==> src/rtl/if_fetch_ctrl.sv <==
// Fetch-request sequencer: one outstanding SRAM-style request, flush cancellation,
// held output slot and exception bypass. Optional perf counters under IFC_PERF_CNT_EN.
module if_fetch_ctrl (
    input  logic        clk,
    input  logic        rst_n,
    input  logic        pc_valid_i,
    input  logic [31:0] pc_i,
    input  logic        excep_i,
    output logic        pc_ready_o,
    input  logic        flush_i,
    output logic        inst_sram_req_o,
    output logic [31:0] inst_sram_addr_o,
    input  logic        inst_sram_addr_ok_i,
    input  logic        inst_sram_data_ok_i,
    input  logic [63:0] inst_sram_rdata_i,
    input  logic        next_allowin_i,
    output logic        if_valid_o,
    output logic [31:0] if_pc_o,
    output logic [63:0] if_inst_o,
    output logic        if_excep_o,
    output logic [31:0] perf_issue_cnt_o,
    output logic [31:0] perf_cancel_cnt_o
);

    typedef enum logic [1:0] {
        ST_IDLE,
        ST_REQ,
        ST_WAIT,
        ST_CANCEL
    } state_t;

    state_t      state_q, state_d;
    logic        cancel_q, cancel_d;
    logic [31:0] pc_q;
    logic        slot_free;
    logic        handshake;
    logic        load_mem;
    logic        load_exc;
    logic        issue_evt;
    logic        discard_evt;

    assign slot_free        = !if_valid_o || next_allowin_i;
    assign handshake        = pc_valid_i && pc_ready_o;
    assign load_exc         = handshake && excep_i;
    assign inst_sram_req_o  = (state_q == ST_REQ);
    assign inst_sram_addr_o = pc_q;

    always_ff @(posedge clk or negedge rst_n) begin
        if (!rst_n) begin
            state_q  <= ST_IDLE;
            cancel_q <= 1'b0;
            pc_q     <= 32'h0;
        end else begin
            state_q  <= state_d;
            cancel_q <= cancel_d;
            if (handshake && !excep_i)
                pc_q <= pc_i;
        end
    end

    // Gating pc_ready_o with rst_n keeps every output low while reset is held.
    always_comb begin
        state_d     = state_q;
        cancel_d    = cancel_q;
        pc_ready_o  = 1'b0;
        load_mem    = 1'b0;
        issue_evt   = 1'b0;
        discard_evt = 1'b0;
        case (state_q)
            ST_IDLE: begin
                pc_ready_o = rst_n && slot_free && !flush_i;
                if (pc_valid_i && pc_ready_o && !excep_i)
                    state_d = ST_REQ;
            end
            ST_REQ: begin
                if (inst_sram_addr_ok_i) begin
                    issue_evt = 1'b1;
                    state_d   = (cancel_q || flush_i) ? ST_CANCEL : ST_WAIT;
                end else if (flush_i) begin
                    cancel_d = 1'b1;
                end
            end
            ST_WAIT: begin
                if (inst_sram_data_ok_i) begin
                    state_d     = ST_IDLE;
                    load_mem    = !flush_i;
                    discard_evt = flush_i;
                end else if (flush_i) begin
                    state_d = ST_CANCEL;
                end
            end
            ST_CANCEL: begin
                if (inst_sram_data_ok_i) begin
                    state_d     = ST_IDLE;
                    discard_evt = 1'b1;
                end
            end
            default: state_d = ST_IDLE;
        endcase
        if (state_d == ST_IDLE || state_d == ST_CANCEL)
            cancel_d = 1'b0;
    end

    // A new load takes priority over draining; flush always empties the slot.
    always_ff @(posedge clk or negedge rst_n) begin
        if (!rst_n) begin
            if_valid_o <= 1'b0;
            if_pc_o    <= 32'h0;
            if_inst_o  <= 64'h0;
            if_excep_o <= 1'b0;
        end else if (flush_i) begin
            if_valid_o <= 1'b0;
            if_pc_o    <= 32'h0;
            if_inst_o  <= 64'h0;
            if_excep_o <= 1'b0;
        end else if (load_mem) begin
            if_valid_o <= 1'b1;
            if_pc_o    <= pc_q;
            if_inst_o  <= inst_sram_rdata_i;
            if_excep_o <= 1'b0;
        end else if (load_exc) begin
            if_valid_o <= 1'b1;
            if_pc_o    <= pc_i;
            if_inst_o  <= 64'h0;
            if_excep_o <= 1'b1;
        end else if (if_valid_o && next_allowin_i) begin
            if_valid_o <= 1'b0;
            if_pc_o    <= 32'h0;
            if_inst_o  <= 64'h0;
            if_excep_o <= 1'b0;
        end
    end

`ifdef IFC_PERF_CNT_EN
    always_ff @(posedge clk or negedge rst_n) begin
        if (!rst_n) begin
            perf_issue_cnt_o  <= 32'h0;
            perf_cancel_cnt_o <= 32'h0;
        end else begin
            if (issue_evt)
                perf_issue_cnt_o <= perf_issue_cnt_o + 32'd1;
            if (discard_evt)
                perf_cancel_cnt_o <= perf_cancel_cnt_o + 32'd1;
        end
    end
`else
    logic unused_evt;
    assign unused_evt        = issue_evt ^ discard_evt;
    assign perf_issue_cnt_o  = 32'h0;
    assign perf_cancel_cnt_o = 32'h0;
`endif

endmodule

==> config.mk <==
export PLATFORM = sky130hd
export DESIGN_NAME = if_fetch_ctrl
export DESIGN_NICKNAME = d
export VERILOG_FILES = /design/src/rtl/if_fetch_ctrl.sv
export SDC_FILE = /design/constraint.sdc
export NUM_CORES = 1
export LEC_CHECK = 0
export CAP_MARGIN = 20
export CORE_ASPECT_RATIO = 1.5
export CORE_MARGIN = 3
export CORE_UTILIZATION = 25
export DETAILED_ROUTE_END_ITERATION = 7
export PLACE_DENSITY = 0.55
export REMOVE_ABC_BUFFERS = 1
export SETUP_SLACK_MARGIN = 0.2
export SYNTH_ARGS = -nofsm -noshare
export SYNTH_HDL_FRONTEND = slang
export SYNTH_SLANG_ARGS = --single-unit
==> constraint.sdc <==
create_clock -name clk -period 4.55 [get_ports clk]
set_input_delay 0.91 -clock clk [delete_from_list [all_inputs] [get_ports clk]]
set_output_delay 0.91 -clock clk [all_outputs]
set_load 0.05 [all_outputs]
After elaboration in Yosys (flattened, before gate mapping)
Index checks and enable logic that the tools add are counted.
- $add $sub $neg: 0
- multipliers: 0
- divide/modulo/power cells: 0
- $lt $le $gt $ge: 0
- equal/unequal tests: 5
- shift operators: 0
- mux-type cells: 28
- bitwise logic cells: 0
- reductions and logical operators: 20
- operators by type and width (cell ; number):
    $mux 64 ; 4
    $mux 32 ; 4
    $mux 1 ; 14
    $mux 2 ; 5
    $logic_and 1x1->1 ; 8
    $pmux 2 s4 ; 1
    $eq 2x2->1 const B ; 3
    $logic_not 2->1 ; 2
    $reduce_bool 2->1 ; 2
    $reduce_bool 4->1 ; 1
    $logic_not 1->1 ; 3
    $logic_or 1x1->1 ; 3
    $reduce_and 3->1 ; 1
    $eq 2x1->1 const B ; 1
    $ne 2x1->1 const B ; 1
- bits in registers: 133
- latch bits: 0
- bits in writable memories: 0
- memory bits (read-only): 0
- input bits: 104
- output and inout port bits: 196
- word-level logic and storage cells: 60
- memories: 0

Longest topological paths before layout
Gate-level depths: netlist of the first run.
- depth in word-level cells: 12
- depth in mapped cells: 8
- gate-level depth less buffers: 4

Worst setup path after synthesis of the first run
No wires, ideal clock.
- kind: input to output
- start: input flush_i
- end: output pc_ready_o
- data arrival time: 2222 ps
- required time: 3640 ps
- path slack: 1418 ps
- cell stages on the path: 3
- buffers on the path: 1
- path through: buf_6 -> or4b_4 -> nor2_1
- word-level cells in the longest chain between the ends: 3
- RTL lines (element ; RTL line ; text):
    start, declared ; 10 ; input logic flush_i,
    $logic_not 1->1 ; 71 ; pc_ready_o = rst_n && slot_free && !flush_i;
    $logic_and 1x1->1 ; 71 ;
    $mux 1 ; 69 ; case (state_q)
    end, declared ; 9 ; output logic pc_ready_o,
No other way between the ends.

Worst setup path in the final report of the first run
Ends and elaborated chain as after synthesis.

==> flow_summary.json, run 1 <==
{
  "wl_um": 16500,
  "cts_made_buffers": 17,
  "antenna_found_initial": 1,
  "fin_nets": 745,
  "worst_pin_slew_ps": 873,
  "coreArea_um2": 22500,
  "clockBufferDepth": 2,
  "avgViaCountPerCell": 4.41,
  "fmax_mhz": 249,
  "fin_ws_ps": 534,
  "postSynthAreaPerCell_um2": 14.0,
  "max-slew-margin-rel": 0.418,
  "cp-end-kind": "output pin",
  "synth_cells": 410,
  "cts_sinks": 133,
  "die_area_um2": 24800,
  "crit_arrival_ps": 3110,
  "crit_chain": "clkdlybuf4s50_1, or4b_4, nor2_1, clkdlybuf4s50_1",
  "cp_slowest_stage_delay_ps": 830,
  "gr-total-overflow": 0,
  "yosys_warnings": 0,
  "synth_area_um2": 5720,
  "hold_end": "if_pc_o[31]$_DFFE_PN0P_",
  "layout_common_cells": "234 x clkdlybuf4s50_1, 133 x dfrtp_1, 97 x a22o_1",
  "die_w_um": 130,
  "port_buffers": 235,
  "post_cts_buffers": 0,
  "ctsHoldBuffers": 0,
  "drcViolationCount": 0,
  "peakVddDrop_mv": 0.281,
  "grt_max_degree": 98,
  "hp-start": "if_pc_o[31]$_DFFE_PN0P_",
  "seq_area_frac_synth": 0.582,
  "rsz0062_at_grt": "no",
  "gp_congestion": 0.775,
  "path_class": "in -> out",
  "crit_required_ps": 3640,
  "cts_resized": 0,
  "syn2layout_area_growth_pct": 50.3,
  "power_density_nw_per_um2": 585,
  "drive_gt1_frac": 0.116,
  "cts_tree": "yes",
  "clk_pin_slew_worst_paths_ps": 50,
  "final_common_cell": "clkdlybuf4s50_1",
  "drv_slew": 0,
  "hold_path_class": "reg -> reg",
  "grt_usage": 0.134,
  "period_needed_ps": 4020,
  "fin_tns_setup_ps": 0,
  "num_rows": 67,
  "grt_pass1_vias": 4401,
  "r2r-end": "if_inst_o[18]$_DFFE_PN0P_",
  "detail_route.iter0.violations": 187,
  "cpMostUsedCell": "clkdlybuf4s50_1",
  "min_path_cells": 1,
  "first_pass_iters": 4,
  "place_ws_ps": 579,
  "wl_per_cell_um": 17.8,
  "p_leak_nw": 4.17,
  "hpwlAfterDp_um": 11400,
  "grt_pass1_wl_um": 25400,
  "min_period_over_period": 0.883,
  "fillers": 2142,
  "initial_utilization": 0.255,
  "ant_nets": 0,
  "synthDistinctLibCells": 25,
  "synth-seq-cells": 133,
  "startpoint_type": "input pin",
  "r2r.worst_path.cells": 5,
  "io_pins": 300,
  "hold_violations": 0,
  "r2r_setup_slack_ps": 1930,
  "cpMaxStageDelayCell": "clkdlybuf4s50_1",
  "run_status": "finished clean",
  "fin_worst_skew_ps": 10.3,
  "die_h_um": 191,
  "finalSetupViolations": 0,
  "max_cap_violations": 0,
  "r2r_start": "state_q[0]$_DFF_PN0_",
  "crit_fanout": 7,
  "vias": 4098,
  "clkLatencyLatePin_ps": 420,
  "cts-root-buf": "clkbuf_16",
  "htreeDepth": 4
}
==> how the worst max path moves through the flow <==
| stage | from | endpoint | cells past startpoint |
|---|---|---|---|
| 2_1_floorplan | inst_sram_data_ok_i | if_inst_o[0]$_DFFE_PN0P_ | 4 |
| 3_3_place_gp | flush_i | pc_ready_o | 4 |
| 3_5_place_dp | flush_i | pc_ready_o | 4 |
| 4_1_cts | flush_i | pc_ready_o | 4 |
| 5_1_grt | flush_i | pc_ready_o | 4 |
| 6_report | flush_i | pc_ready_o | 4 |
==> registers in the layout, indices dropped and copies added, names as in the netlist <==
| signal | flops |
|---|---|
| if_valid_o | 1 |
| if_pc_o | 32 |
| if_inst_o | 64 |
| inst_sram_addr_o | 32 |
| cancel_q | 1 |
| if_excep_o | 1 |
| state_q | 2 |
==> cells in the mapped netlist <==
library cell	n	area (um^2)
dfrtp_1	133	3330
a22o_1	97	850
buf_4	65	488
a21o_1	34	255
mux2_4	27	405
clkbuf_1	19	71.3
mux2_2	5	56.3
buf_2	4	20.0
buf_12	3	60.1
buf_6	2	22.5
inv_1	2	7.51
nand2_1	2	7.51
nand3_1	2	10.0
nor2_1	2	7.51
nor2b_1	2	12.5
or4b_4	2	27.5
a2111oi_4	1	27.5
a21o_2	1	8.76
a21oi_2	1	8.76
a31oi_1	1	6.26
and4bb_2	1	12.5
conb_1	1	3.75
nor3_1	1	5.00
nor3_2	1	10.0
or4b_2	1	10.0
==> where the power goes <==
group          internal [mW]  switching, mW  total, mW
sequential              1.44          0.197       1.64
clock                  0.716          0.500       1.22
combinational          0.788           1.39       2.17
total                   2.94           2.08       5.03
==> final cells by class <==
type | instances | area, um^2 | area share
flip-flops and latches | 133 | 3330 | 0.387
repair buffers | 242 | 2430 | 0.282
multi-input cells | 245 | 1970 | 0.229
clock buffers | 22 | 464 | 0.0540
well taps | 276 | 345 | 0.0402
clock inverters | 9 | 56.3 | 0.00655
inverters | 2 | 7.51 | 0.000873
diodes | 1 | 2.50 | 0.000291
==> metal layers <==
metal  vias up  track usage  share of wire
met5         -            0              0
met2       189        0.236           0.54
met1      2050        0.149           0.37
met3        23       0.0411          0.068
li1       1836            -              -
met4         0       0.0580          0.023
==> logic make-up (layout without fill, tap and decap cells) <==
kind of cell | Yosys count | count (layout) | synth area share
flops | 133 | 133 | 0.582
compound gates | 135 | 135 | 0.202
buf+inv | 95 | 275 | 0.117
simple gates | 14 | 14 | 0.0179
mux | 32 | 32 | 0.0807
other cells | 1 | 65 | 0.000655
==> through the flow <==
stage | power (mW) | util | area, um^2 | hold WS, ps | instances
2_1_floorplan | 3.03 | - | 5300 | 478 | 380
3_3_place_gp | 3.81 | 0.358 | 8050 | 460 | 897
3_5_place_dp | 3.84 | 0.358 | 8050 | 464 | 897
4_1_cts | 5.09 | 0.381 | 8570 | 480 | 928
5_1_grt | 5.26 | 0.383 | 8600 | 496 | 930
6_report | 5.03 | 0.383 | 8600 | 476 | 930
==> critical path, delay by kind of cell <==
kind	cells	cell delay, ps
and+or+nand+nor	2	760
buffers and inverters	2	1440
No activity file was read; power rests on OpenSTA's default activity.
==> run 2: changes to the inputs <==
--- a/config.mk
+++ b/config.mk
@@ -7,7 +7,7 @@
 export LEC_CHECK = 0
 export CAP_MARGIN = 20
 export CORE_ASPECT_RATIO = 1.5
-export CORE_MARGIN = 3
+export CORE_MARGIN = 2
 export CORE_UTILIZATION = 25
 export DETAILED_ROUTE_END_ITERATION = 7
 export PLACE_DENSITY = 0.55
@@ -16,3 +16,4 @@
 export SYNTH_ARGS = -nofsm -noshare
 export SYNTH_HDL_FRONTEND = slang
 export SYNTH_SLANG_ARGS = --single-unit
+export TNS_END_PERCENT = 100
==> run 2 against run 1 <==
Clock power rose by 11%. First-iteration DRC count decreased by 37%. Die area fell by 2.6%. Via count shrank 0.61%. Flip-flop and latch count unchanged. Utilization increased by 0.41 points. Clock skew decreased by 1.1 ps. Sequential share of layout area fell by 0.26 points. Final cell count shrank 0.43%. Largest cell class unchanged.
==> flow_summary.json, run 2 (synthesis gave the netlist of run 1 again) <==
{
  "rsz0062_at_grt": "no",
  "initial_utilization": 0.256,
  "cts_tree": "yes",
  "r2r.worst_path.cells": 3,
  "post_dp_cell_area_um2": 8050,
  "antenna_found_initial": 0,
  "detail_route.iter0.violations": 118,
  "path_class": "in -> out",
  "power_density_nw_per_um2": 597,
  "grt_pass1_wl_um": 24800,
  "n_antenna_cell": 0,
  "die_h_um": 189,
  "cts-root-buf": "clkbuf_16",
  "regArea_um2": 3330,
  "drive_gt1_frac": 0.115,
  "syn2layout_area_growth_pct": 51.3,
  "crit_fanout": 7,
  "hp-start": "if_pc_o[9]$_DFFE_PN0P_",
  "crit_arrival_ps": 3050,
  "gp_congestion": 0.802,
  "drcViolationCount": 0,
  "crit_required_ps": 3640,
  "ctsHoldBuffers": 0,
  "clockBufferDepth": 2,
  "grt_pass1_vias": 4267,
  "hold_violations": 0,
  "layout_common_cells": "234 x clkdlybuf4s50_1, 133 x dfrtp_1, 97 x a22o_1",
  "clkLatencyLatePin_ps": 420,
  "post_cts_buffers": 0,
  "vias": 4073,
  "grt_max_degree": 98,
  "die_w_um": 128,
  "ant_nets": 0,
  "hpwlAfterDp_um": 11300,
  "period_needed_ps": 3960,
  "avgViaCountPerCell": 4.40,
  "cp-end-kind": "output pin",
  "largest_reg_flops": 64,
  "die_area_um2": 24100,
  "max_cap_violations": 0,
  "grt_usage": 0.136,
  "min_period_over_period": 0.871,
  "fmax_mhz": 252,
  "r2r-end": "inst_sram_addr_o[19]$_DFFE_PN0P_",
  "wl_per_cell_um": 17.7,
  "cts_sinks": 133,
  "finalSetupViolations": 0,
  "hold_path_class": "reg -> reg",
  "peakVddDrop_mv": 0.293,
  "multiInputGateArea_um2": 1970,
  "fillers": 2145,
  "coreArea_um2": 22400,
  "final_util": 0.387,
  "final_common_cell": "clkdlybuf4s50_1",
  "clk_pin_slew_worst_paths_ps": 50,
  "port_buffers": 235,
  "cts_resized": 0,
  "min_path_cells": 1,
  "cts_made_buffers": 17,
  "startpoint_type": "input pin",
  "htreeDepth": 4,
  "largest-register": "if_inst_o",
  "io_pins": 300,
  "max-slew-margin-rel": 0.403,
  "wl_um": 16400,
  "gr-total-overflow": 0,
  "run_status": "finished clean",
  "num_rows": 67,
  "worst_pin_slew_ps": 895,
  "r2r_start": "state_q[0]$_DFF_PN0_",
  "r2r_setup_slack_ps": 2190,
  "first_pass_iters": 4,
  "fin_nets": 745,
  "drv_slew": 0,
  "final_area_um2": 8660,
  "hold_end": "if_pc_o[9]$_DFFE_PN0P_",
  "fin_worst_skew_ps": 9.17,
  "p_leak_nw": 4.21
}
## run 2: cell count changes in the layout (fill, tap and decap cells not counted), sizes merged
cell | before | now
clkinv | 6 | 2
clkinvlp | 3 | 0
diode | 1 | 0
bufinv | 0 | 2
clkbuf | 22 | 24
## run 2: area by class of cell
cell class / instances / share of cell area
clock inverter: 4 / 0.00809
multi-input combinational: 245 / 0.227
timing repair buffer: 242 / 0.280
inverter: 2 / 0.000867
clock buffer: 24 / 0.0591
sequential: 133 / 0.385
tap: 276 / 0.0399
## run 2: worst max path at each step
stage,from,endpoint,slack [ps],cells past startpoint
2_1_floorplan,inst_sram_data_ok_i,if_inst_o[0]$_DFFE_PN0P_,-1200,4
3_3_place_gp,flush_i,pc_ready_o,610,4
3_5_place_dp,flush_i,pc_ready_o,600,4
4_1_cts,flush_i,pc_ready_o,590,4
5_1_grt,flush_i,pc_ready_o,520,4
6_report,flush_i,pc_ready_o,590,4
## run 2: report_power, final
group	switching, mW	internal, mW
registers	0.201	1.44
clock network	0.478	0.879
logic	1.38	0.788
## run 2: per-stage QoR
stage | setup TNS, ps | total power, mW | setup slack [ps] | hold WS, ps | std cells
6_report | 0 | 5.17 | 585 | 477 | 926
5_1_grt | 0 | 5.39 | 521 | 490 | 926
4_1_cts | 0 | 5.24 | 590 | 476 | 925
3_5_place_dp | 0 | 3.84 | 601 | 464 | 897
3_3_place_gp | 0 | 3.81 | 610 | 459 | 897
2_1_floorplan | -114770 | 3.03 | -1200 | 478 | 380
## run 2: routing by layer
metal / global-route usage / share of wire / vias to the layer above / wire length (um)
met5: 0 / 0 / - / 0
met4: 0.0554 / 0.021 / 0 / 346
met3: 0.0421 / 0.069 / 22 / 1130
met2: 0.246 / 0.55 / 190 / 8960
met1: 0.145 / 0.36 / 2029 / 5970
li1: - / - / 1832 / -
## run 2: critical path, cell delays in order
cell and delay, ps:
clkdlybuf4s50_1 590, or4b_4 620, nor2_1 120, clkdlybuf4s50_1 810
==> run 3: changes to the inputs <==
--- a/config.mk
+++ b/config.mk
@@ -7,12 +7,13 @@
 export LEC_CHECK = 0
 export CAP_MARGIN = 20
 export CORE_ASPECT_RATIO = 1.5
-export CORE_MARGIN = 2
+export CORE_MARGIN = 1
 export CORE_UTILIZATION = 25
 export DETAILED_ROUTE_END_ITERATION = 7
 export PLACE_DENSITY = 0.55
 export REMOVE_ABC_BUFFERS = 1
 export SETUP_SLACK_MARGIN = 0.2
+export SLEW_MARGIN = 20
 export SYNTH_ARGS = -nofsm -noshare
 export SYNTH_HDL_FRONTEND = slang
 export SYNTH_SLANG_ARGS = --single-unit
==> run 3 against run 2 <==
The flow now finishes with violations (DRC). Clock-buffer cell count did not move. Worst setup slack improved by 43 ps. Die area is 2.6% lower. Maximum frequency is 1.1% higher. Non-clock buffer count decreased by 2. Critical path type unchanged.
==> flow_summary.json, run 3 (synthesis gave the netlist of run 1 again) <==
{
  "cts_resized": 0,
  "peakVddDrop_mv": 0.357,
  "drcViolationCount": 26,
  "crit_required_ps": 3640,
  "p_total_mw": 5.21,
  "cts_made_buffers": 17,
  "dpl.cell_count": 896,
  "first_pass_iters": 6,
  "switchingPower_mw": 2.07,
  "ctsHoldBuffers": 0,
  "n_antenna_cell": 0,
  "largest-register": "if_inst_o",
  "syn2layout_area_growth_pct": 51.3,
  "crit_arrival_ps": 3010,
  "p_seq_frac": 0.313,
  "wl_per_cell_um": 17.3,
  "io_pins": 300,
  "swShare": 0.397,
  "violations": "DRC",
  "drive_gt1_frac": 0.115,
  "hold_violations": 0,
  "wl_um": 16100,
  "fin_nets": 743,
  "crit_fanout": 7,
  "clk_pin_slew_worst_paths_ps": 50,
  "power_density_nw_per_um2": 602,
  "r2r_setup_slack_ps": 2200,
  "antenna_found_initial": 0,
  "fin_hold_ws_ps": 476,
  "clkLatencyLatePin_ps": 420,
  "combPwrFrac": 0.416,
  "cts_tree": "yes",
  "post_cts_buffers": 0,
  "die_area_um2": 23500,
  "cts-root-buf": "clkbuf_16",
  "place_ws_ps": 621,
  "grt_pass1_vias": 4337,
  "cts_sinks": 133,
  "final_util": 0.387,
  "clockBufferDepth": 2,
  "die_h_um": 187,
  "largest_reg_flops": 64,
  "gr-total-overflow": 0,
  "grt_usage": 0.141,
  "grt_max_degree": 98,
  "gp_congestion": 0.768,
  "initial_utilization": 0.256,
  "port_buffers": 235,
  "die_w_um": 126,
  "worst_pin_slew_ps": 906,
  "hpwlAfterDp_um": 10600,
  "grt_pass1_wl_um": 25200,
  "finalSetupViolations": 0,
  "final_area_um2": 8660,
  "htreeDepth": 4,
  "fin_cells": 928,
  "num_rows": 67,
  "p_leak_nw": 4.21,
  "p_int_mw": 3.14,
  "vias": 4082,
  "startpoint_type": "input pin",
  "layout_common_cells": "234 x clkdlybuf4s50_1, 133 x dfrtp_1, 97 x a22o_1",
  "cp-end-kind": "output pin",
  "path_class": "in -> out",
  "avgViaCountPerCell": 4.40,
  "fin_worst_skew_ps": 9.54,
  "final_common_cell": "clkdlybuf4s50_1",
  "rsz0062_at_grt": "no",
  "detail_route.iter0.violations": 160,
  "run_status": "finished with violations",
  "drv_slew": 0,
  "hold_path_class": "reg -> reg",
  "ant_nets": 0,
  "clkPwrFrac": 0.271,
  "period_needed_ps": 3920,
  "coreArea_um2": 22400,
  "post_dp_cell_area_um2": 8040,
  "fin_tns_setup_ps": 0,
  "fin_ws_ps": 628,
  "max-slew-margin-rel": 0.396,
  "min_period_over_period": 0.862,
  "max_cap_violations": 0,
  "fmax_mhz": 255
}
## run 3: cell count changes in the layout (fill, tap and decap cells not counted)
| cell | before | now |
|---|---|---|
| buf_4 | 6 | 3 |
| buf_6 | 1 | 3 |
| clkbuf_1 | 1 | 3 |
| clkbuf_8 | 6 | 4 |
| buf_16 | 1 | 0 |
| bufinv_16 | 2 | 3 |
| clkinv_2 | 2 | 3 |
| clkinv_4 | 0 | 1 |
| clkinvlp_4 | 0 | 1 |
## run 3: critical path: stages
cell             delay [ps]
clkdlybuf4s50_1         580
or4b_4                  620
nor2_1                  100
clkdlybuf4s50_1         800
## run 3: worst paths after layout
check	startpoint	to	cells past startpoint
worst min register to register	if_pc_o[11]$_DFFE_PN0P_	if_pc_o[11]$_DFFE_PN0P_	1
min in group asynchronous	rst_n	inst_sram_addr_o[8]$_DFFE_PN0P_	2
max in group asynchronous	rst_n	if_pc_o[17]$_DFFE_PN0P_	3
worst max register to register	state_q[0]$_DFF_PN0_	inst_sram_addr_o[23]$_DFFE_PN0P_	3
worst min-delay path	if_pc_o[11]$_DFFE_PN0P_	if_pc_o[11]$_DFFE_PN0P_	1
worst max-delay path	flush_i	pc_ready_o	4
## run 3: layer usage
layer / up-vias / share of wire / global-route usage
li1: 1835 / - / -
met1: 2036 / 0.37 / 0.150
met2: 194 / 0.56 / 0.260
met3: 17 / 0.058 / 0.0386
met4: 0 / 0.013 / 0.0572
met5: - / 0 / 0
## run 3: final cells by class
type                       count  area, um^2
inverter                       2        7.51
sequential                   133        3330
tap                          276         345
multi-input combinational    245        1970
timing repair buffer         240        2400
fill                        2178       13700
clock inverter                 8         121
clock buffer                  24         492
## run 3: power groups by stage
stage                     registers (mW)  logic [mW]  clock network [mW]
after floorplan                     2.49       0.541                   0
after global placement              1.63        2.17                   0
after detailed placement            1.65        2.18                   0
after CTS                           1.63        2.19                1.47
after global routing                1.67        2.24                1.53
final                               1.63        2.17                1.41
